`src/rtl/lsu_pkg.sv`:
```
// Shared types, constants and address helpers for the LSU bus bridge.
package lsu_pkg;

   localparam int unsigned BUS_W           = 32;
   localparam int unsigned ACK_TIMEOUT_DEF = 255;

   typedef enum logic [1:0] {
      ST_IDLE,
      ST_BEAT0,
      ST_BEAT1,
      ST_DONE
   } lsu_state_e;

   // funct3[1:0] selects the access size, funct3[2] selects zero-extension
   localparam logic [1:0] SZ_B = 2'b00;
   localparam logic [1:0] SZ_H = 2'b01;
   localparam logic [1:0] SZ_W = 2'b10;
   localparam logic [1:0] SZ_D = 2'b11;
   localparam int unsigned F3_UNSIGNED = 2;

   localparam logic [2:0] F3_B  = 3'b000;
   localparam logic [2:0] F3_H  = 3'b001;
   localparam logic [2:0] F3_W  = 3'b010;
   localparam logic [2:0] F3_D  = 3'b011;
   localparam logic [2:0] F3_BU = 3'b100;
   localparam logic [2:0] F3_HU = 3'b101;
   localparam logic [2:0] F3_WU = 3'b110;

   function automatic logic [63:0] align_addr(input logic [2:0] f3, input logic [63:0] a);
      case (f3[1:0])
         SZ_B:    return a;
         SZ_H:    return {a[63:1], 1'b0};
         SZ_W:    return {a[63:2], 2'b00};
         default: return {a[63:3], 3'b000};
      endcase
   endfunction

   function automatic logic misaligned(input logic [2:0] f3, input logic [2:0] lo);
      case (f3[1:0])
         SZ_B:    return 1'b0;
         SZ_H:    return lo[0];
         SZ_W:    return |lo[1:0];
         default: return |lo;
      endcase
   endfunction

endpackage

```
`src/rtl/lsu_lane_align.sv`:
```
// Combinational byte-lane steering: write replication, byte enables, load shift and extension.
module lsu_lane_align
   import lsu_pkg::*;
(
   input  logic [2:0]       funct3_i,
   input  logic [1:0]       off_i,
   input  logic             hi_i,
   input  logic [63:0]      wdata_i,
   input  logic [BUS_W-1:0] rdata_i,
   input  logic [BUS_W-1:0] lo_i,
   output logic [BUS_W-1:0] wdata_o,
   output logic [3:0]       be_o,
   output logic [63:0]      ldata_o
);

   logic [BUS_W-1:0] shifted;
   logic             uns;

   always_comb begin
      shifted = rdata_i >> {off_i, 3'b000};
      uns     = funct3_i[F3_UNSIGNED];
      wdata_o = '0;
      be_o    = '0;
      ldata_o = '0;
      case (funct3_i[1:0])
         SZ_B: begin
            wdata_o = {4{wdata_i[7:0]}};
            be_o    = 4'b0001 << off_i;
            ldata_o = uns ? {56'd0, shifted[7:0]} : {{56{shifted[7]}}, shifted[7:0]};
         end
         SZ_H: begin
            wdata_o = {2{wdata_i[15:0]}};
            be_o    = 4'b0011 << {off_i[1], 1'b0};
            ldata_o = uns ? {48'd0, shifted[15:0]} : {{48{shifted[15]}}, shifted[15:0]};
         end
         SZ_W: begin
            wdata_o = wdata_i[31:0];
            be_o    = 4'hF;
            ldata_o = uns ? {32'd0, shifted} : {{32{shifted[31]}}, shifted};
         end
         default: begin
            wdata_o = hi_i ? wdata_i[63:32] : wdata_i[31:0];
            be_o    = 4'hF;
            ldata_o = {rdata_i, lo_i};
         end
      endcase
   end

endmodule

```
`src/rtl/lsu_bus_bridge.sv`:
```
// Multi-cycle load/store bridge from the core's memory stage to a 32-bit req/ack bus.
// Optional LSU_MISALIGN_TRAP_EN: misaligned accesses abort with err instead of being force-aligned.
module lsu_bus_bridge
   import lsu_pkg::*;
#(
   parameter int unsigned ACK_TIMEOUT = ACK_TIMEOUT_DEF
) (
   input  logic             clk,
   input  logic             rst,
   input  logic             req_read,
   input  logic             req_write,
   input  logic [2:0]       funct3,
   input  logic [63:0]      addr,
   input  logic [63:0]      wdata,
   output logic [63:0]      rdata,
   output logic             stall,
   output logic             err,
   output logic             bus_req,
   output logic             bus_we,
   output logic [63:0]      bus_addr,
   output logic [BUS_W-1:0] bus_wdata,
   output logic [3:0]       bus_be,
   input  logic [BUS_W-1:0] bus_rdata,
   input  logic             bus_ack
);

   lsu_state_e state_q, state_d;

   logic [7:0]       cnt_q, cnt_d;
   logic [BUS_W-1:0] lo_q, lo_d;
   logic             req_q, req_d;
   logic             we_q, we_d;
   logic [63:0]      addr_q, addr_d;
   logic [BUS_W-1:0] wdata_q, wdata_d;
   logic [3:0]       be_q, be_d;
   logic [63:0]      rdata_q, rdata_d;
   logic             err_q, err_d;

   logic [63:0]      aligned;
   logic             req_any, req_both, is_d, ack, timeout, misal;
   logic [BUS_W-1:0] la_wdata;
   logic [3:0]       la_be;
   logic [63:0]      la_ldata;

   assign aligned  = align_addr(funct3, addr);
   assign req_any  = req_read | req_write;
   assign req_both = req_read & req_write;
   assign is_d     = (funct3[1:0] == SZ_D);
   assign ack      = bus_ack & req_q;
   assign timeout  = ({1'b0, cnt_q} + 9'd1) >= 9'(ACK_TIMEOUT);

`ifdef LSU_MISALIGN_TRAP_EN
   assign misal = misaligned(funct3, addr[2:0]);
`else
   assign misal = 1'b0;
`endif

   // In BEAT0 the aligner prepares the upper word for the following D beat
   lsu_lane_align u_align (
      .funct3_i (funct3),
      .off_i    (aligned[1:0]),
      .hi_i     (state_q == ST_BEAT0),
      .wdata_i  (wdata),
      .rdata_i  (bus_rdata),
      .lo_i     (lo_q),
      .wdata_o  (la_wdata),
      .be_o     (la_be),
      .ldata_o  (la_ldata)
   );

   always_ff @(posedge clk or posedge rst) begin
      if (rst) state_q <= ST_IDLE;
      else     state_q <= state_d;
   end

   always_comb begin
      state_d = state_q;
      case (state_q)
         ST_IDLE: begin
            if (req_both || (req_any && misal)) state_d = ST_DONE;
            else if (req_any)                   state_d = ST_BEAT0;
         end
         ST_BEAT0: begin
            if (ack)          state_d = is_d ? ST_BEAT1 : ST_DONE;
            else if (timeout) state_d = ST_DONE;
         end
         ST_BEAT1: begin
            if (ack || timeout) state_d = ST_DONE;
         end
         default: state_d = ST_IDLE;
      endcase
   end

   always_comb begin
      stall   = !rst && req_any && (state_q != ST_DONE);
      req_d   = req_q;
      we_d    = we_q;
      addr_d  = addr_q;
      wdata_d = wdata_q;
      be_d    = be_q;
      cnt_d   = cnt_q;
      lo_d    = lo_q;
      rdata_d = rdata_q;
      err_d   = err_q;
      case (state_q)
         ST_IDLE: begin
            if (req_both || (req_any && misal)) begin
               rdata_d = '0;
               err_d   = 1'b1;
            end else if (req_any) begin
               req_d   = 1'b1;
               we_d    = req_write;
               addr_d  = {aligned[63:2], 2'b00};
               wdata_d = la_wdata;
               be_d    = la_be;
               cnt_d   = '0;
            end
         end
         ST_BEAT0, ST_BEAT1: begin
            if (ack && state_q == ST_BEAT0 && is_d) begin
               lo_d    = bus_rdata;
               addr_d  = addr_q + 64'd4;
               wdata_d = la_wdata;
               cnt_d   = '0;
            end else if (ack) begin
               req_d   = 1'b0;
               rdata_d = we_q ? '0 : la_ldata;
               err_d   = 1'b0;
            end else if (timeout) begin
               req_d   = 1'b0;
               rdata_d = '0;
               err_d   = 1'b1;
            end else begin
               cnt_d   = cnt_q + 8'd1;
            end
         end
         default: begin
            rdata_d = '0;
            err_d   = 1'b0;
         end
      endcase
   end

   always_ff @(posedge clk or posedge rst) begin
      if (rst) begin
         req_q   <= 1'b0;
         we_q    <= 1'b0;
         addr_q  <= '0;
         wdata_q <= '0;
         be_q    <= '0;
         cnt_q   <= '0;
         lo_q    <= '0;
         rdata_q <= '0;
         err_q   <= 1'b0;
      end else begin
         req_q   <= req_d;
         we_q    <= we_d;
         addr_q  <= addr_d;
         wdata_q <= wdata_d;
         be_q    <= be_d;
         cnt_q   <= cnt_d;
         lo_q    <= lo_d;
         rdata_q <= rdata_d;
         err_q   <= err_d;
      end
   end

   assign bus_req   = req_q;
   assign bus_we    = we_q;
   assign bus_addr  = addr_q;
   assign bus_wdata = wdata_q;
   assign bus_be    = be_q;
   assign rdata     = rdata_q;
   assign err       = err_q;

endmodule

```
`config.mk`:
```
export PLATFORM = sky130hd
export DESIGN_NAME = lsu_bus_bridge
export DESIGN_NICKNAME = d
export VERILOG_FILES = /design/src/rtl/lsu_pkg.sv /design/src/rtl/lsu_lane_align.sv /design/src/rtl/lsu_bus_bridge.sv
export SDC_FILE = /design/constraint.sdc
export NUM_CORES = 1
export LEC_CHECK = 0
export ABC_AREA = 1
export CAP_MARGIN = 20
export CORE_MARGIN = 5
export CORE_UTILIZATION = 54
export DETAILED_ROUTE_END_ITERATION = 8
export PLACE_DENSITY = 0.87
export SYNTH_ARGS = -nofsm -noshare
export SYNTH_HDL_FRONTEND = slang
export SYNTH_SLANG_ARGS = --single-unit
```
`constraint.sdc`:
```
create_clock -name clk -period 18.6 [get_ports clk]
set_input_delay 2.79 -clock clk [delete_from_list [all_inputs] [get_ports clk]]
set_output_delay 2.79 -clock clk [all_outputs]
set_load 0.005 [all_outputs]
```
# == After elaboration in Yosys (flattened, before gate mapping) ==
# Cells that the tools add are included.
# op_classes
reduce_logical,17
bitwise_logic,4
div,0
n_mul,0
magnitude_cmp,1
mux,46
addsub,3
n_eq_ne,17
shift,3
# ops
operator,n
$mux 64,11
$pmux 64 s2,2
$pmux 64 s3,1
$mux 32,4
$pmux 32 s3,1
$add 64x3->64 const B,1
$pmux 32 s2,1
$mux 8,5
$shr 32x5->32,1
$pmux 8 s2,1
$ne 3x3->1 const B,5
$ne 2x2->1 const B,7
$mux 1,10
$mux 2,5
$reduce_and 5->1,2
$add 8x1->9 const B,1
$ge 9x8->1 const B,1
$pmux 3 s3,1
$reduce_and 3->1,3
$add 8x1->8 const B,1
$pmux 4 s2,1
$eq 2x2->1 const B,3
$pmux 2 s3,1
$eq 2x1->1 const B,2
14 further kinds,20
# totals
memories,0
inputBits,168
regBits,209
romBits,0
latchBits,0
mem_bits_rw,0
word_cells,101

# == Logic depth before layout (Yosys ltp) ==
# Gate-level depths: netlist of run 1.
# logic_depth
depth_word,9
mapped_depth,15
ltp_nobuf,13

# == Modules after synthesis ==
# A second synthesis of run 1 with hierarchy kept.
# hier_totals
cells_unflattened,1949
hier_area_um2,14229.9
# modules_own_cells
mod,cells_per_inst,area_per_inst_um2,seq_area_each_um2,instances
lsu_bus_bridge,1469,12000.3,5180.0,1
lsu_lane_align,480,2229.6,0.0,1

# == Worst setup path before layout of run 1 ==
# Ideal clock, no wire load.
# synth_path
kind,input to output
startpoint,input req_read
endpoint,output stall
arrival_time_ps,3216
n_path_buf,0
path_stages,3
path_slack_ps,12594
path_cell_list,inv_1 > ha_1 > nor3_1
# synth_via
elab_chain_cells,3
# synth_lines
element,line_no,source
"start, declared",lsu_bus_bridge.sv:10,"input logic req_read,"
$or 1x1->1,lsu_bus_bridge.sv:46,assign req_any = req_read | req_write;
$logic_and 1x1->1 (2 in a row),lsu_bus_bridge.sv:95,stall = !rst && req_any && (state_q != ST_DONE);
"end, declared",lsu_bus_bridge.sv:16,"output logic stall,"
# No other way between the ends.

# == Final worst setup path of run 1 ==
# Same ends and word-level chain as after synthesis.

==> reports/metrics.csv, run 1 <==
metric,value,unit
status,completed,
antenna_found_initial,2,
grt_max_degree,156,
gp_congestion,1.022,
stdcell_area,0.01708,mm^2
grt_overflow_total,0,
drc,0,
ant_nets,0,
cp.arrival,4.29,ns
cts_tree,yes,
start_util,54.70,%
slew_violations,0,
hold_violations,0,
layout_common_cells,"nand2_1 (534), clkdlybuf4s50_1 (333), nor2_1 (234)",
die_w,164.2,um
fp.coreArea,0.02347,mm^2
fin_skew,0.007479,ns
area_delta_synth_final,33.06,%
cp.required,15.81,ns
crit_path_end_kind,output port,
yosysWarnings,0,
mostFrequentLayoutCell,nand2_1,
synth-seq-cells,207,
track_usage,36.14,%
cp_max_fo,2,
powerDensity,62.38,mW/mm^2
synth_area,0.01284,mm^2
htree_levels,1,
drtPass1Iterations,6,
whs,0.4767,ns
wl,50490,um
cts_resized,0,
first_global_vias,13710,
cts-root-buf,clkbuf_16,
fin_crit,7.084,ns
place_area,0.01618,mm^2
synth_cell_types,53,
hpwl,36660,um
clkSlewWorstSetupHoldPaths,0.06,ns
vias,14770,
syn_avg_cell_area,6.840,um^2
maxCapViolCount,0,
post-cts-setup-buffer-count,0,
drtIter0Drc,2213,
ir_drop,0.04749,mV
setup_violations,0,
synth_edf_count,0,
p_leak,7.474,nW
clock_latency,0.53,ns
drive_above_1_share,4.426,%
path_class,in2out,
final.setup.tns,0,ns
numCtsBuffers,24,
viasPerCell,5.930,
rsz0062_at_grt,false,
ios,336,
syn_inst,1877,
tightest_slew,0.9441,ns
nFillCells,1857,
fp.dieH,164.2,um
start_kind,input port,
fmax,141.2,MHz
hp-class,reg2reg,
dieArea,0.02696,mm^2
wire_per_inst,20.28,um
rows,56,
grt_pass1_wl,77250,um
slew_headroom,37.06,%
cts.sink_count,207,
clockBufferDepth,3,
ys_seq_area_share,40.35,%
nets,2329,
hold_buffers,0,
period_share,38.09,%
numPortBuffers,333,
synth_ff_type,dfrtp_1,
synthArstFlopShare,100.0,%
-- final timing paths --
path | start | endpoint | slack [ns] | cells after the start
min | rdata[11] | rdata[11] | 0.48 | 2
min reg2reg | rdata[11] | rdata[11] | 0.48 | 2
max | req_read | stall | 11.52 | 5
max reg2reg | state_q[1] | bus_addr[16] | 13.59 | 14
min in group asynchronous | rst | rdata[36] | 2.75 | 2
max in group asynchronous | rst | bus_wdata[16] | 14.31 | 4
-- logic make-up after synthesis --
kind of cell	Yosys count	synth area share, %
xor gates and xnor gates	2	0.1365
AOI/OAI and AO/OA	422	18.26
DFF	207	40.35
other	1	0.02921
and+or+nand+nor	972	31.58
buffers and inverters	263	8.674
adders and majority gates	10	0.9746
-- where the power goes --
group	internal [W]	switching (W)	total [W]
sequential	0.000457	0.00000531	0.000463
clock	0.000289	0.000198	0.000488
combinational	0.0000573	0.0000582	0.000116
-- routing by layer --
layer	GRT usage, %	vias up	wire length, um
met2	55.22	988	22320
met1	52.67	6919	20910
met4	11.02	0	1589
met3	6.324	106	5671
met5	0	-	0
li1	-	6752	-
-- registers in the layout (all words and copies together), names as in the netlist --
name	cells
state_q	2
cnt_q	8
bus_be	4
bus_addr	62
bus_we	1
rdata	64
bus_req	1
err	1
bus_wdata	32
lo_q	32
-- cell usage after synthesis, types with 3 or more instances --
cell type  count  area (um^2)
a31oi_1       22        137.6
nor3_1        12        60.06
a21oi_1       93        465.5
buf_6          8        90.09
o22ai_1       12        75.07
buf_4         10        75.07
buf_1          5        18.77
o211ai_1      31        232.7
o21ai_0      164        820.8
a41oi_1        7        61.31
dfrtp_1      207         5180
nand2_1      534         2004
inv_2          5        18.77
nand4_1       32        200.2
ha_1          10        125.1
or2_2          9        56.30
nand3b_1       3        22.52
o2111ai_1      6        52.55
o21ai_1       71        355.3
nand2_2        6        37.54
nor2_2         5        31.28
nand3_1      123        615.6
nor2_1       234        878.3
a22oi_1        3        22.52
inv_1        158        593.1
buf_2         19        95.09
clkbuf_1      54        202.7
-- critical path, stage by stage --
cell             delay [ns]
clkdlybuf4s50_1        0.50
inv_1                  0.08
ha_1                   0.22
nor3_1                 0.17
clkdlybuf4s50_1        0.53
-- metrics by stage --
step                      total power [W]  worst slack (ns)  std cells  util, %
final                            0.001066             11.52       2490    72.78
after global routing             0.001097             11.34       2490    72.78
after CTS                        0.001065             11.48       2485    72.40
after detailed placement        0.0005833             11.22       2441    68.92
after global placement          0.0005821             11.33       2441    68.92
after floorplan                 0.0005142             10.16       1878        -
-- layout make-up --
class / instances / area (um^2) / share of cell area, %
Antenna cell: 2 / 5.005 / 0.02930
Inverter: 165 / 630.6 / 3.692
Multi-Input combinational cell: 1408 / 6566 / 38.44
Clock inverter: 12 / 127.6 / 0.7471
Timing Repair Buffer: 345 / 3483 / 20.39
Sequential cell: 207 / 5180 / 30.32
Tap cell: 319 / 399.1 / 2.336
Clock buffer: 32 / 690.7 / 4.043
Power figures use the tool's default switching activity.
==> run 2: changes to the inputs <==
Settings changed: CORE_UTILIZATION 54 to 50, PLACE_DENSITY 0.87 to 0.82.
Clock period 18.6 ns to 6.9 ns, I/O delays scaled along.
==> run 2 against run 1 <==
Effect of this change:
- clock power rose to 2.6 times the previous value
- critical path type is now reg2reg
- utilization shrank 5.4 points
- combinational power rose to 2.7 times the previous value
- clock skew increased by 0.0089 ns
==> reports/metrics.csv, run 2 (same netlist as run 1, synthesis figures left out) <==
metric,value,unit
track_usage,34.26,%
viasPerCell,5.904,
p_switching,0.0007255,W
seqCellArea,0.005180,mm^2
drive_above_1_share,4.338,%
stdcell_count,2497,
multi_input_area,0.006566,mm^2
slew_violations,0,
mostFrequentLayoutCell,nand2_1,
final.setup.tns,0,ns
grt_pass1_wl,79010,um
r2r-start,state_q[1],
top_layer,met5,
slew_headroom,29.56,%
area_delta_synth_final,32.55,%
hold_buffers,0,
vias,14740,
fmax,239.1,MHz
crit_path_max_incr_delay,0.78,ns
cts_tree,yes,
p_sw_share,25.61,%
rows,58,
cp_cell_sequence,"inv_1, ha_1, inv_1, nor2_4, nand3_2, buf_4, o21a_1, nand2_4, buf_4, nand2_1, o21ai_1",
start_kind,flop,
period_share,60.61,%
p_leak,7.433,nW
post-cts-setup-buffer-count,0,
ir_drop,0.1946,mV
critPathLaunch,state_q[1],
wl,51470,um
status,completed,
fin_crit,4.182,ns
comb_power_share,11.2,%
wire_per_inst,20.61,um
grt_overflow_total,0,
power_frac_clock,44.8,%
drtIter0Drc,2275,
hold_violations,0,
dr_wl_met2,22350,um
hp-start,bus_wdata[21],
drc,0,
maxCapViolCount,0,
hpwl,37410,um
fp.coreArea,0.02525,mm^2
diodes,0,
dp_cells,2454,
ant_nets,0,
fp.dieH,170.2,um
powerDensity,166.5,mW/mm^2
clock_latency,0.54,ns
cp.arrival,4.64,ns
cts-root-buf,clkbuf_16,
nFillCells,2217,
nets,2329,
cts_resized,0,
hp-class,reg2reg,
wl_met3,5789,um
drtPass1Iterations,6,
htree_levels,1,
ios,336,
wl_met1,22010,um
cp_max_fo,68,
clockBufferDepth,3,
power_frac_seq,44.0,%
layout_common_cells,"nand2_1 (534), clkdlybuf4s50_1 (333), nor2_1 (234)",
cts.sink_count,207,
dieArea,0.02898,mm^2
numPortBuffers,333,
largest_reg_flops,64,
cp.required,7.36,ns
crit_path_end_kind,flop,
place_area,0.01622,mm^2
gp_congestion,0.9824,
stdcell_area,0.01702,mm^2
path_class,reg2reg,
rsz0062_at_grt,false,
antenna_found_initial,1,
fin_skew,0.01637,ns
clkSlewWorstSetupHoldPaths,0.06,ns
p_int,0.002108,W
numCtsBuffers,24,
start_util,50.84,%
slowest_stage,ha_1,
setup_violations,0,
grt_max_degree,144,
tightest_slew,1.057,ns
die_w,170.2,um
first_global_vias,13780,
[run 2: cell count changes in the layout (fill, tap and decap cells not counted)]
cell,change
clkbuf_8,-2
buf_4,+1
buf_12,+1
bufinv_16,-1
clkinv_2,-1
clkinvlp_4,+1
diode_2,-2
clkinv_4,+1
buf_16,-2
[run 2: final cells by class]
| type | count | area share [%] |
|---|---|---|
| clock buffer | 30 | 3.897 |
| clock inverter | 12 | 0.6397 |
| inverter | 165 | 3.706 |
| multi-input combinational | 1408 | 38.59 |
| sequential | 207 | 30.44 |
| tap | 330 | 2.426 |
| timing repair buffer | 345 | 20.31 |
[run 2: power groups by stage]
stage	clock network (W)	registers, W	logic, W
after CTS	0.00127	0.00125	0.000313
after detailed placement	0	0.00127	0.000310
after global routing	0.00133	0.00125	0.000341
after floorplan	0	0.00127	0.000119
after global placement	0	0.00127	0.000308
final	0.00127	0.00125	0.000318
[run 2: metrics by stage]
stage                     setup WS [ns]  power (W)  utilization, %  hold slack (ns)
final                             2.718   0.002833           67.39           0.4773
after global routing              2.475   0.002916           67.39           0.4974
after CTS                         2.793   0.002830           67.28           0.4814
after detailed placement          2.578   0.001578           64.22           0.4641
after global placement            2.715   0.001575           64.22           0.4612
after floorplan                  0.2125   0.001386               -           0.4479
[run 2: worst max-delay path, delay by kind of cell, from the launching register on]
family | cells | cell delay (ns)
adder cells (fa/ha/maj) | 1 | 0.78
buffers and inverters | 4 | 1.25
flip-flops | 1 | 0.42
AND/OR/NAND/NOR | 4 | 1.14
AO/OA/AOI/OAI | 2 | 0.45
[run 2: per-layer routing]
layer | vias to the layer above | global-route usage [%]
li1 | 6740 | -
met1 | 6995 | 51.13
met2 | 890 | 51.70
met3 | 116 | 6.434
met4 | 2 | 8.403
met5 | - | 0
[run 2: final timing paths]
check,endpoint,slack (ns),cells after the start
worst max register to register,rdata[62],2.72,11
worst min register to register,bus_wdata[21],0.48,2
worst min-delay path,bus_wdata[21],0.48,2
worst max-delay path,rdata[62],2.72,11
max in group asynchronous,bus_wdata[18],4.89,3
min in group asynchronous,lo_q[4],0.90,2
